$ cat config.mk
export PLATFORM = sky130hd
export DESIGN_NAME = pc_branch_unit_flat
export DESIGN_NICKNAME = d
export VERILOG_FILES = /design/src/rtl/pc_branch_unit_if.sv /design/src/rtl/pc_branch_unit.sv /design/src/flat_wrapper.sv
export SDC_FILE = /design/constraint.sdc
export NUM_CORES = 1
export LEC_CHECK = 0
export CAP_MARGIN = 40
export CORE_MARGIN = 4
export CORE_UTILIZATION = 42
export CTS_CLUSTER_DIAMETER = 150
export DETAILED_ROUTE_END_ITERATION = 6
export HOLD_SLACK_MARGIN = 0.15
export PLACE_DENSITY = 0.8
export SYNTH_ARGS = -nofsm -noshare
export SYNTH_HDL_FRONTEND = slang
export SYNTH_SLANG_ARGS = --single-unit
$ cat constraint.sdc
create_clock -name Clock -period 2.6 [get_ports Clock]
set_input_delay 0.52 -clock Clock [delete_from_list [all_inputs] [get_ports Clock]]
set_output_delay 0.52 -clock Clock [all_outputs]
set_load 0.02 [all_outputs]
$ cat src/rtl/pc_branch_unit_if.sv
// PC-stage bundle between the CPU controller (master) and pc_branch_unit (slave).
// The call/return signals exist only when PC_RAS_EN is defined.
interface pc_branch_unit_if #(
   parameter int unsigned ADDR_W = 16
);
   logic              PCReset;
   logic              PCIncrement;
   logic              PCWrite;
   logic              Branch;
   logic [3:0]        Cond;
   logic [4:0]        PSR;
   logic [7:0]        PCImmediate;
   logic [ADDR_W-1:0] JumpTarget;
   logic [ADDR_W-1:0] PC;
   logic [ADDR_W-1:0] Link;
   logic              Taken;
`ifdef PC_RAS_EN
   logic              Call;
   logic              Ret;
   logic              RasOverflow;
   logic              RasUnderflow;

   modport master (
      output PCReset, PCIncrement, PCWrite, Branch, Cond, PSR, PCImmediate, JumpTarget,
             Call, Ret,
      input  PC, Link, Taken, RasOverflow, RasUnderflow
   );
   modport slave (
      input  PCReset, PCIncrement, PCWrite, Branch, Cond, PSR, PCImmediate, JumpTarget,
             Call, Ret,
      output PC, Link, Taken, RasOverflow, RasUnderflow
   );
`else
   modport master (
      output PCReset, PCIncrement, PCWrite, Branch, Cond, PSR, PCImmediate, JumpTarget,
      input  PC, Link, Taken
   );
   modport slave (
      input  PCReset, PCIncrement, PCWrite, Branch, Cond, PSR, PCImmediate, JumpTarget,
      output PC, Link, Taken
   );
`endif
endinterface

$ cat src/rtl/pc_branch_unit.sv
// Program-counter stage: conditional branches, absolute jumps and JAL link value.
// Define PC_RAS_EN to add a circular return-address stack driven by Call/Ret.
module pc_branch_unit #(
   parameter int unsigned       ADDR_W    = 16,
   parameter logic [ADDR_W-1:0] RESET_VEC = '0,
   parameter int unsigned       RAS_DEPTH = 4
) (
   input logic             Clock,
   input logic             Reset,
   pc_branch_unit_if.slave bus
);

   if (RAS_DEPTH < 2 || (RAS_DEPTH & (RAS_DEPTH - 1)) != 0) begin : g_bad_depth
      $error("RAS_DEPTH must be a power of 2 and at least 2");
   end

   logic              cond_true;
   logic              ok;
   logic [ADDR_W-1:0] pc_q, pc_d;
   logic [ADDR_W-1:0] pc_inc;
   logic [ADDR_W-1:0] imm_ext;
   logic              taken_q, taken_d;

   logic c_f, l_f, f_f, z_f, n_f;
   assign {c_f, l_f, f_f, z_f, n_f} = bus.PSR;

   always_comb begin
      cond_true = 1'b0;
      case (bus.Cond)
         4'h0: cond_true = z_f;
         4'h1: cond_true = ~z_f;
         4'h2: cond_true = c_f;
         4'h3: cond_true = ~c_f;
         4'h4: cond_true = l_f;
         4'h5: cond_true = ~l_f;
         4'h6: cond_true = n_f;
         4'h7: cond_true = ~n_f;
         4'h8: cond_true = f_f;
         4'h9: cond_true = ~f_f;
         4'hA: cond_true = ~l_f & ~z_f;
         4'hB: cond_true = l_f | z_f;
         4'hC: cond_true = ~n_f & ~z_f;
         4'hD: cond_true = n_f | z_f;
         4'hE: cond_true = 1'b1;
         default: cond_true = 1'b0;
      endcase
   end

   assign ok      = ~bus.Branch | cond_true;
   assign pc_inc  = pc_q + ADDR_W'(1);
   assign imm_ext = {{(ADDR_W-8){bus.PCImmediate[7]}}, bus.PCImmediate};

`ifdef PC_RAS_EN
   localparam int unsigned    PTR_W    = $clog2(RAS_DEPTH);
   localparam logic [PTR_W:0] RAS_FULL = (PTR_W+1)'(RAS_DEPTH);

   logic [ADDR_W-1:0] ras_q [RAS_DEPTH];
   logic [PTR_W-1:0]  ptr_q;
   logic [PTR_W:0]    count_q;
   logic              ovf_q, unf_q;
   logic              push, pop, unf_set;
   logic [ADDR_W-1:0] ras_top;

   assign ras_top = ras_q[ptr_q - PTR_W'(1)];
`endif

   always_comb begin
      pc_d    = pc_q;
      taken_d = 1'b0;
      if (bus.PCWrite) begin
         if (ok) begin
            pc_d    = bus.JumpTarget;
            taken_d = 1'b1;
         end else begin
            pc_d = pc_inc;
         end
      end else if (bus.PCIncrement) begin
         if (ok) begin
            pc_d    = pc_q + imm_ext;
            taken_d = bus.Branch;
         end else begin
            pc_d = pc_inc;
         end
      end
`ifdef PC_RAS_EN
      push    = bus.PCWrite & ok & bus.Call & ~bus.Ret;
      pop     = 1'b0;
      unf_set = 1'b0;
      // Conflicting Call+Ret degrades to a plain sequential step
      if (bus.Call & bus.Ret) begin
         if (bus.PCWrite | bus.PCIncrement) begin
            pc_d    = pc_inc;
            taken_d = 1'b0;
         end
      end else if (!bus.PCWrite && bus.PCIncrement && bus.Ret) begin
         if (count_q != '0) begin
            pc_d    = ras_top;
            taken_d = 1'b1;
            pop     = 1'b1;
         end else begin
            pc_d    = pc_inc;
            taken_d = 1'b0;
            unf_set = 1'b1;
         end
      end
`endif
   end

   always_ff @(posedge Clock or negedge Reset) begin
      if (!Reset) begin
         pc_q    <= RESET_VEC;
         taken_q <= 1'b0;
`ifdef PC_RAS_EN
         ptr_q   <= '0;
         count_q <= '0;
         ovf_q   <= 1'b0;
         unf_q   <= 1'b0;
`endif
      end else if (!bus.PCReset) begin
         pc_q    <= RESET_VEC;
         taken_q <= 1'b0;
`ifdef PC_RAS_EN
         ptr_q   <= '0;
         count_q <= '0;
         ovf_q   <= 1'b0;
         unf_q   <= 1'b0;
`endif
      end else begin
         pc_q    <= pc_d;
         taken_q <= taken_d;
`ifdef PC_RAS_EN
         // When full, the pointer wraps onto the oldest entry and overwrites it
         if (push) begin
            ptr_q <= ptr_q + PTR_W'(1);
            if (count_q == RAS_FULL) ovf_q <= 1'b1;
            else count_q <= count_q + (PTR_W+1)'(1);
         end else if (pop) begin
            ptr_q   <= ptr_q - PTR_W'(1);
            count_q <= count_q - (PTR_W+1)'(1);
         end
         if (unf_set) unf_q <= 1'b1;
`endif
      end
   end

`ifdef PC_RAS_EN
   always_ff @(posedge Clock) begin
      if (push) ras_q[ptr_q] <= pc_inc;
   end

   assign bus.RasOverflow  = ovf_q;
   assign bus.RasUnderflow = unf_q;
`endif

   assign bus.PC    = pc_q;
   assign bus.Link  = pc_inc;
   assign bus.Taken = taken_q;

endmodule

$ cat src/flat_wrapper.sv
// flat-port wrapper written by rule: the top's interface ports become plain ports
module pc_branch_unit_flat 
#(
   parameter int unsigned       ADDR_W    = 16,
   parameter logic [ADDR_W-1:0] RESET_VEC = '0,
   parameter int unsigned       RAS_DEPTH = 4
)
  (Clock, Reset, bus_PCReset, bus_PCIncrement, bus_PCWrite, bus_Branch, bus_Cond, bus_PSR, bus_PCImmediate, bus_JumpTarget, bus_PC, bus_Link, bus_Taken);
  pc_branch_unit_if #(.ADDR_W(ADDR_W)) bus_i ();
  input logic Clock;
  input logic Reset;
  input wire logic [$bits(bus_i.PCReset)-1:0] bus_PCReset;
  input wire logic [$bits(bus_i.PCIncrement)-1:0] bus_PCIncrement;
  input wire logic [$bits(bus_i.PCWrite)-1:0] bus_PCWrite;
  input wire logic [$bits(bus_i.Branch)-1:0] bus_Branch;
  input wire logic [$bits(bus_i.Cond)-1:0] bus_Cond;
  input wire logic [$bits(bus_i.PSR)-1:0] bus_PSR;
  input wire logic [$bits(bus_i.PCImmediate)-1:0] bus_PCImmediate;
  input wire logic [$bits(bus_i.JumpTarget)-1:0] bus_JumpTarget;
  output wire logic [$bits(bus_i.PC)-1:0] bus_PC;
  output wire logic [$bits(bus_i.Link)-1:0] bus_Link;
  output wire logic [$bits(bus_i.Taken)-1:0] bus_Taken;
  assign bus_i.PCReset = bus_PCReset;
  assign bus_i.PCIncrement = bus_PCIncrement;
  assign bus_i.PCWrite = bus_PCWrite;
  assign bus_i.Branch = bus_Branch;
  assign bus_i.Cond = bus_Cond;
  assign bus_i.PSR = bus_PSR;
  assign bus_i.PCImmediate = bus_PCImmediate;
  assign bus_i.JumpTarget = bus_JumpTarget;
  assign bus_PC = bus_i.PC;
  assign bus_Link = bus_i.Link;
  assign bus_Taken = bus_i.Taken;
  pc_branch_unit #(.ADDR_W(ADDR_W), .RESET_VEC(RESET_VEC), .RAS_DEPTH(RAS_DEPTH)) u_core (.Clock(Clock), .Reset(Reset), .bus(bus_i));
endmodule
-- Word level (Yosys, flattened, before mapping)
Cells that the tools add are included.
- register bits after elaboration: 17
- logic and storage cells: 42
- muxes and demuxes: 11
- bitwise operators: 11
- reductions and logical operators: 1
- equal/unequal tests: 15
- add/subtract/negate cells: 2
- operators with widths (operator ; count):
    16-bit two-way mux ; 5
    4-bit equality test, second input constant ; 7
    16-bit by 1-bit adder with 16-bit output, second input constant ; 1
    16-bit adder ; 1
    4-bit by 3-bit equality test with 1-bit output, second input constant ; 4
    1-bit one-hot mux with 15 select lines ; 1
    4-bit by 2-bit equality test with 1-bit output, second input constant ; 2
    1-bit inverter ; 6
    1-bit two-way mux ; 5
    4-bit by 1-bit equality test with 1-bit output, second input constant ; 1
    4-bit logical NOT ; 1
    3-bit by 1-bit != test with 1-bit output, second input constant ; 1
    1-bit OR ; 3
    1-bit AND ; 2

-- Depth between registers and ports, before layout
Gate-level depths: netlist of run 1.
- word-level depth: 8
- mapped depth: 9
- depth with buffers taken out: 9

-- Worst setup path after synthesis of run 1
No wires, ideal clock.
- kind: register to register
- start: register u_core.pc_q[0], in the netlist u_core.bus.PC[0]
- end: register u_core.pc_q[8], in the netlist u_core.bus.PC[8]
- path buffers: 0
- arrival time: 2.447 ns
- clock period less this slack: 2.529 ns
- setup slack: 0.071 ns
- stages on the path, launching flop included: 10
- library setup time: 0.083 ns
- required time: 2.517 ns
- cell sequence: dfrtp_1 -> ha_1 -> fa_1 -> a21o_1 -> a21oi_1 -> o21ai_0 -> a211oi_1 -> nor3_1 -> o311a_1 -> o21ai_0
- longest elaborated chain between the ends: 5
- elaborated cells on any way between the ends: 7
- those cells by class: add/sub (2); mux (5)
- RTL lines (item ; RTL line ; source):
    start: declaration ; pc_branch_unit.sv:19 ; logic [ADDR_W-1:0] pc_q, pc_d;
    start signal: assignment ; pc_branch_unit.sv:129 ; pc_q <= pc_d;
    16-bit by 1-bit adder with 16-bit output / 16-bit adder (equally long branches) ; pc_branch_unit.sv:50, pc_branch_unit.sv:79 ;
    16-bit two-way mux ; pc_branch_unit.sv:78 ; if (ok) begin
    16-bit two-way mux ; pc_branch_unit.sv:77 ; end else if (bus.PCIncrement) begin
    16-bit two-way mux * ; pc_branch_unit.sv:70 ; if (bus.PCWrite) begin
    16-bit two-way mux * ; pc_branch_unit.sv:119 ; end else if (!bus.PCReset) begin
Mark *: on every way between the ends. The rest lies on a longest branch, timed or not. The select of a mux whose other input is x is not followed.
A chain may end at the register's enable or synchronous reset.

-- Worst setup path in the final report of run 1
- start: register u_core.pc_q[0], in the netlist u_core.bus.PC[0]
- end: output bus_Link[2]
- longest elaborated chain between the ends: 1
- RTL lines (item ; RTL line ; source):
    16-bit by 1-bit adder with 16-bit output ; pc_branch_unit.sv:50 ; assign pc_inc = pc_q + ADDR_W'(1);
    end: declaration ; flat_wrapper.sv:21 ; output wire logic [$bits(bus_i.Link)-1:0] bus_Link;
Every way passes these cells.

==> flow_summary.toml, run 1 <==
[setup_path]
cpMostUsedCell = "buf_4"
slowest_stage = "clkdlybuf4s50_1"
critPathLaunchType = "flip-flop"
reg2reg_from = "u_core.bus.PC[0]"
r2r_cells = 10
path_class = "reg -> out"
r2r-end = "u_core.bus.PC[12]"
critPathMaxStageDelay_ns = 0.62
crit_buf_inv = 3
crit_family = "buffers and inverters"
cp_data_arrival_time_ns = 1.98
crit_fanout = 6
ff2ff_setup_slack_ns = 0.21
worstPathCellList = "buf_4 -> ha_1 -> buf_4 -> xor2_1 -> clkdlybuf4s50_1"
end_kind = "output pin"
critical_path_required_ns = 2.08

[placement]
dpl_cell_area_mm2 = 0.00337
place_ws_ns = -0.453
portBuffers = 71
place_congestion = 0.871
hpwl_um = 5890
dp.cells = 463

[sta]
relSlewSlack_pct = 44.8
fin_ws_ns = 0.105
fin_crit_ns = 2.50
finalMaxSlewViolations = 0
setup_violations = 0
finClkSkew_ns = 0.00473
period_share_pct = 96.0
hold_violations = 0
grt_setup_unrepaired = "no"
fmax_mhz = 401
worstMarginPinSlew_ns = 0.825

[min_path]
worstHoldStart = "u_core.bus.PC[15]"
hold-path-endpoint = "u_core.bus.PC[15]"
hold_depth = 1
worstHoldPathType = "reg -> reg"

[cts]
cts_buffers = 3
cts_root_buffer = "clkbuf_8"
cts_buffer_depth = 2
postCtsHoldBufs = 0
cts.sinks = 17
cts.reportedPaths.clkPinSlew_ns = 0.08
clock_latency_ns = 0.26
cts_tree = "built"
htree_num_levels = 1

[global_route]
antenna_found_initial = 0
grt_pass1_wl_um = 12300
overflow = 0
grt_max_degree = 20
grt_pass1_vias = 2673
track_usage_pct = 24.1

[logic_synthesis]
async_flop_share_pct = 100
synth_ff_type = "dfrtp_1"
synth_top_cell_area_share_pct = 19.7
ys_ff_latch = 17
netlist_top_cells_count = "35 x nand2_1, 20 x o21ai_0, 17 x dfrtp_1, 17 x nor2_1, 16 x ha_1"
ys_seq_area_share_pct = 19.7
synth_cell_types = 59
synth.area.top_cells = "dfrtp_1 20%, ha_1 9.3%, nand2_1 6.1%"
synth_warnings = 0
synth-edff-count = 0
post-synth-top-area-cell = "dfrtp_1"
synth.most_common_cell = "nand2_1"
synth_nets = 328
synth_cells = 272
synth_area_per_cell_um2 = 7.92
synth.cell_area_mm2 = 0.00215

[floorplan]
coreArea_mm2 = 0.00485
ios = 72
num_rows = 25
initial_utilization_pct = 44.4
die_h_um = 79.6
die_x_um = 79.6
dieArea_mm2 = 0.00634

[pwr]
power_density_mw_per_mm2 = 433
p_leak_uw = 0.00161
vdd_drop_max_mv = 0.200

[outcome]
status = "finished, final reports clean"

[job]
max_cap_viol_count = 0

[drt]
post_drt_wl_per_cell_um = 16.2
ant_nets = 0
routed_wl_um = 7590
drt_iter0_drc = 191
via_per_inst = 5.72
num_vias = 2681
firstDrtPassIters = 4
drc_errors = 0

[layout]
syn_to_final_growth_pct = 63.1
layout.nets = 459
final_area_mm2 = 0.00351
drive_gt1_share_pct = 23.4
layoutNonFillerInstCount = 469
num-fill-cells = 376
diodes = 0
worst max path at each step:
stage	from	to	slack (ns)	cells after the start
floorplan	u_core.bus.PC[0]	u_core.bus.PC[8]	0.07	9
global placement	bus_PCImmediate[0]	u_core.bus.PC[12]	-0.37	12
detailed placement	bus_PCImmediate[0]	u_core.bus.PC[12]	-0.45	12
CTS	bus_PCImmediate[0]	u_core.bus.PC[12]	-0.04	12
global route	bus_Cond[0]	u_core.bus.PC[11]	0.0008	10
finish	u_core.bus.PC[0]	bus_Link[2]	0.10	5
through the flow:
| stage | hold WS (ns) | power [µW] | utilization (%) | setup TNS, ns |
|---|---|---|---|---|
| after floorplan | 0.224 | 814 | - | 0 |
| after global routing | 0.602 | 1620 | 72.5 | 0 |
| after detailed placement | 0.565 | 1260 | 69.4 | -3.64 |
| after global placement | 0.570 | 1240 | 69.4 | -2.64 |
| final | 0.592 | 1520 | 72.5 | 0 |
| after CTS | 0.588 | 1480 | 71.0 | -0.0542 |
final cells by class:
cell class                      instances  area (µm²)  share of cell area (%)
Multi-Input combinational cell        238        1720                    49.0
Sequential cell                        17         427                    12.1
Timing Repair Buffer                  137        1210                    34.5
Clock inverter                          1        7.51                   0.214
Clock buffer                            3        41.3                    1.17
Tap cell                               67        83.8                    2.39
Inverter                                6        22.5                   0.641
cell families (layout without fill, tap and decap cells):
group | Yosys count | count (layout) | share of synthesized area, %
buffers and inverters | 17 | 147 | 4.59
AND/OR/NAND/NOR | 91 | 91 | 21.3
adder cells (fa/ha/maj) | 17 | 17 | 10.2
AO/OA/AOI/OAI | 101 | 101 | 32.1
XOR/XNOR | 25 | 25 | 10.2
flip-flops | 17 | 17 | 19.7
multiplexers | 4 | 4 | 1.92
flip-flops by register name, summed over array words and instances (netlist names):
register / cells
u_core.bus.Taken: 1
u_core.bus.PC: 16
worst reg2reg max path: stages (launching register included):
cell	delay, ns
dfrtp_1	0.41
ha_2	0.22
fa_2	0.36
a21o_1	0.20
a21oi_2	0.13
buf_6	0.13
o21bai_4	0.07
a31oi_4	0.23
o21bai_1	0.12
xnor2_1	0.16
a221oi_2	0.26
report_power, final:
| group | total [µW] | internal [µW] | switching (µW) |
|---|---|---|---|
| combinational | 974 | 493 | 481 |
| clock | 215 | 108 | 106 |
| sequential | 335 | 296 | 38.5 |
per-layer routing:
| metal | track usage, % | vias to the layer above | wire (µm) |
|---|---|---|---|
| met3 | 2.14 | 15 | 390 |
| met1 | 29.6 | 1294 | 3160 |
| met4 | 8.08 | 0 | 168 |
| met2 | 43.8 | 90 | 3870 |
| met5 | 0 | - | 0 |
| li1 | - | 1282 | - |
cells in the final DEF, fill, tap and decap left out, types with 3 or more instances in the layout:
cell,Yosys,layout
o211ai_1,10,10
inv_1,5,5
a21boi_0,7,7
or2_2,3,3
nor3_1,4,4
o31ai_1,3,3
ha_1,16,13
nand4_1,5,5
nor3b_1,4,4
clkdlybuf4s50_1,0,56
nand2_1,35,35
o21ai_1,1,3
xor2_1,10,10
buf_4,1,64
a31oi_1,6,4
dlymetal6s2s_1,0,3
xnor2_1,15,15
nor2_1,17,17
nand3_1,5,5
o21bai_1,7,5
a21oi_1,15,14
a211oi_1,5,3
dlygate4sd2_1,0,11
a21o_1,9,9
and4_1,3,3
o21ai_0,20,16
dfrtp_1,17,16
clkbuf_8,0,3
mux2i_1,3,3
repair_timing:
action	4_1_cts	5_1_grt
pin swaps	3	10
gates cloned	0	0
resized for setup	23	17
buffers inserted	1	2
endpoints found under the setup margin	20	13
No activity file was read; power rests on OpenSTA's default activity.
==> run 2: changes to the inputs <==
Settings changed: TNS_END_PERCENT set to 1.
==> flow_summary.toml, run 2 (synthesized netlist as in run 1, its figures left out) <==
[outcome]
status = "finished, final reports clean"

[pwr]
p_leak_uw = 0.00160
vdd_drop_max_mv = 0.202
power_density_mw_per_mm2 = 430
finalPower_uw = 1490

[sta]
finClkSkew_ns = 0.00419
fmax_mhz = 394
period_share_pct = 97.6
finalMaxSlewViolations = 0
worstMarginPinSlew_ns = 0.819
relSlewSlack_pct = 45.2
grt_setup_unrepaired = "yes"
hold_violations = 0
fin_crit_ns = 2.54
setup_violations = 0

[cts]
cts.reportedPaths.clkPinSlew_ns = 0.07
cts.sinks = 17
postCtsHoldBufs = 0
cts_buffer_depth = 2
cts_root_buffer = "clkbuf_8"
clock_latency_ns = 0.26
htree_num_levels = 1
cts_buffers = 3
cts_tree = "built"

[floorplan]
initial_utilization_pct = 44.4
num_rows = 25
die_x_um = 79.6
ios = 72
die_h_um = 79.6
coreArea_mm2 = 0.00485
dieArea_mm2 = 0.00634

[setup_path]
end_kind = "flip-flop"
crit_fanout = 4
critical_path_required_ns = 2.77
critPathLaunchType = "input pin"
cp_data_arrival_time_ns = 2.70
path_class = "in -> reg"

[layout]
syn_to_final_growth_pct = 60.6
drive_gt1_share_pct = 21.9
diodes = 0
final_area_mm2 = 0.00346
finish.utilization_pct = 71.4
layout_commonest_cell = "buf_4"
largest_reg_flops = 16
final_cell_mix = "64 x buf_4, 56 x clkdlybuf4s50_1, 35 x nand2_1, 18 x o21ai_0, 17 x nor2_1"
num-fill-cells = 387
layout.nets = 458

[drt]
ant_nets = 0
routed_wl_um = 7300
num_vias = 2641
firstDrtPassIters = 4
drt_iter0_drc = 149
drc_errors = 0
via_per_inst = 5.64
post_drt_wl_per_cell_um = 15.6

[global_route]
grt_pass1_vias = 2649
grt_pass1_wl_um = 12000
grt_max_degree = 20
overflow = 0
antenna_found_initial = 0
track_usage_pct = 23.6

[placement]
hpwl_um = 5890
place_congestion = 0.871
portBuffers = 71
dpl_cell_area_mm2 = 0.00337

[min_path]
worstHoldPathType = "reg -> reg"

[job]
max_cap_viol_count = 0
-- run 2: routing by layer --
metal / vias to the layer above / GRT usage (%) / routed length (µm) / part of all wire [%]
li1: 1284 / - / - / -
met1: 1268 / 29.1 / 3110 / 43
met2: 80 / 42.5 / 3710 / 51
met3: 9 / 2.14 / 376 / 5.1
met4: 0 / 8.08 / 116 / 1.6
met5: - / 0 / 0 / 0
-- run 2: through the flow --
step	setup TNS (ns)	hold slack, ns	std cells	worst slack, ns
global route	-0.109	0.602	468	-0.0460
floorplan	0	0.224	272	0.0707
finish	0	0.591	468	0.0634
CTS	-0.277	0.588	467	-0.0668
detailed placement	-3.64	0.565	463	-0.453
global placement	-2.64	0.570	463	-0.366
-- run 2: area by class of cell --
class                   instances  area (µm²)  area share, %
multi-input cells             238        1680           48.5
repair buffers                136        1200           34.7
flip-flops and latches         17         427           12.3
well taps                      67        83.8           2.42
clock buffers                   3        41.3           1.19
inverters                       6        22.5          0.651
clock inverters                 1        7.51          0.217
-- run 2: path summary, 6_finish.rpt --
check                              startpoint                end  slack, ns  cells after the start
setup / recovery           bus_PCImmediate[2]  u_core.bus.PC[12]       0.06                     12
hold / removal              u_core.bus.PC[15]  u_core.bus.PC[15]       0.59                      1
setup reg to reg             u_core.bus.PC[0]  u_core.bus.PC[12]       0.11                     11
hold reg to reg             u_core.bus.PC[15]  u_core.bus.PC[15]       0.59                      1
max in group asynchronous               Reset   u_core.bus.PC[1]       1.32                      1
min in group asynchronous               Reset   u_core.bus.PC[3]       0.73                      1
-- run 2: report_power, final --
part / total (µW) / leakage (µW) / switching, µW / internal [µW]
clock: 214 / 0.0000217 / 106 / 108
combinational: 939 / 0.00135 / 462 / 477
sequential: 334 / 0.000222 / 37.8 / 296
total: 1490 / 0.00160 / 606 / 882
-- run 2: worst max-delay path, cell delays in order --
cell and delay [ns]:
clkdlybuf4s50_1 0.41, ha_1 0.23, buf_4 0.15, a21o_1 0.15, a21oi_1 0.15, buf_4 0.14, o21bai_1 0.07, a31oi_1 0.21
buf_4 0.16, o21bai_1 0.08, xnor2_1 0.16, a221oi_2 0.26
-- run 2: timing repair --
item	CTS	global route
gates resized for setup	18	12
hold endpoints to repair	0	0
cloned	0	0
buffers inserted	0	1
endpoints found under the setup margin	20	13
pin swaps	1	3
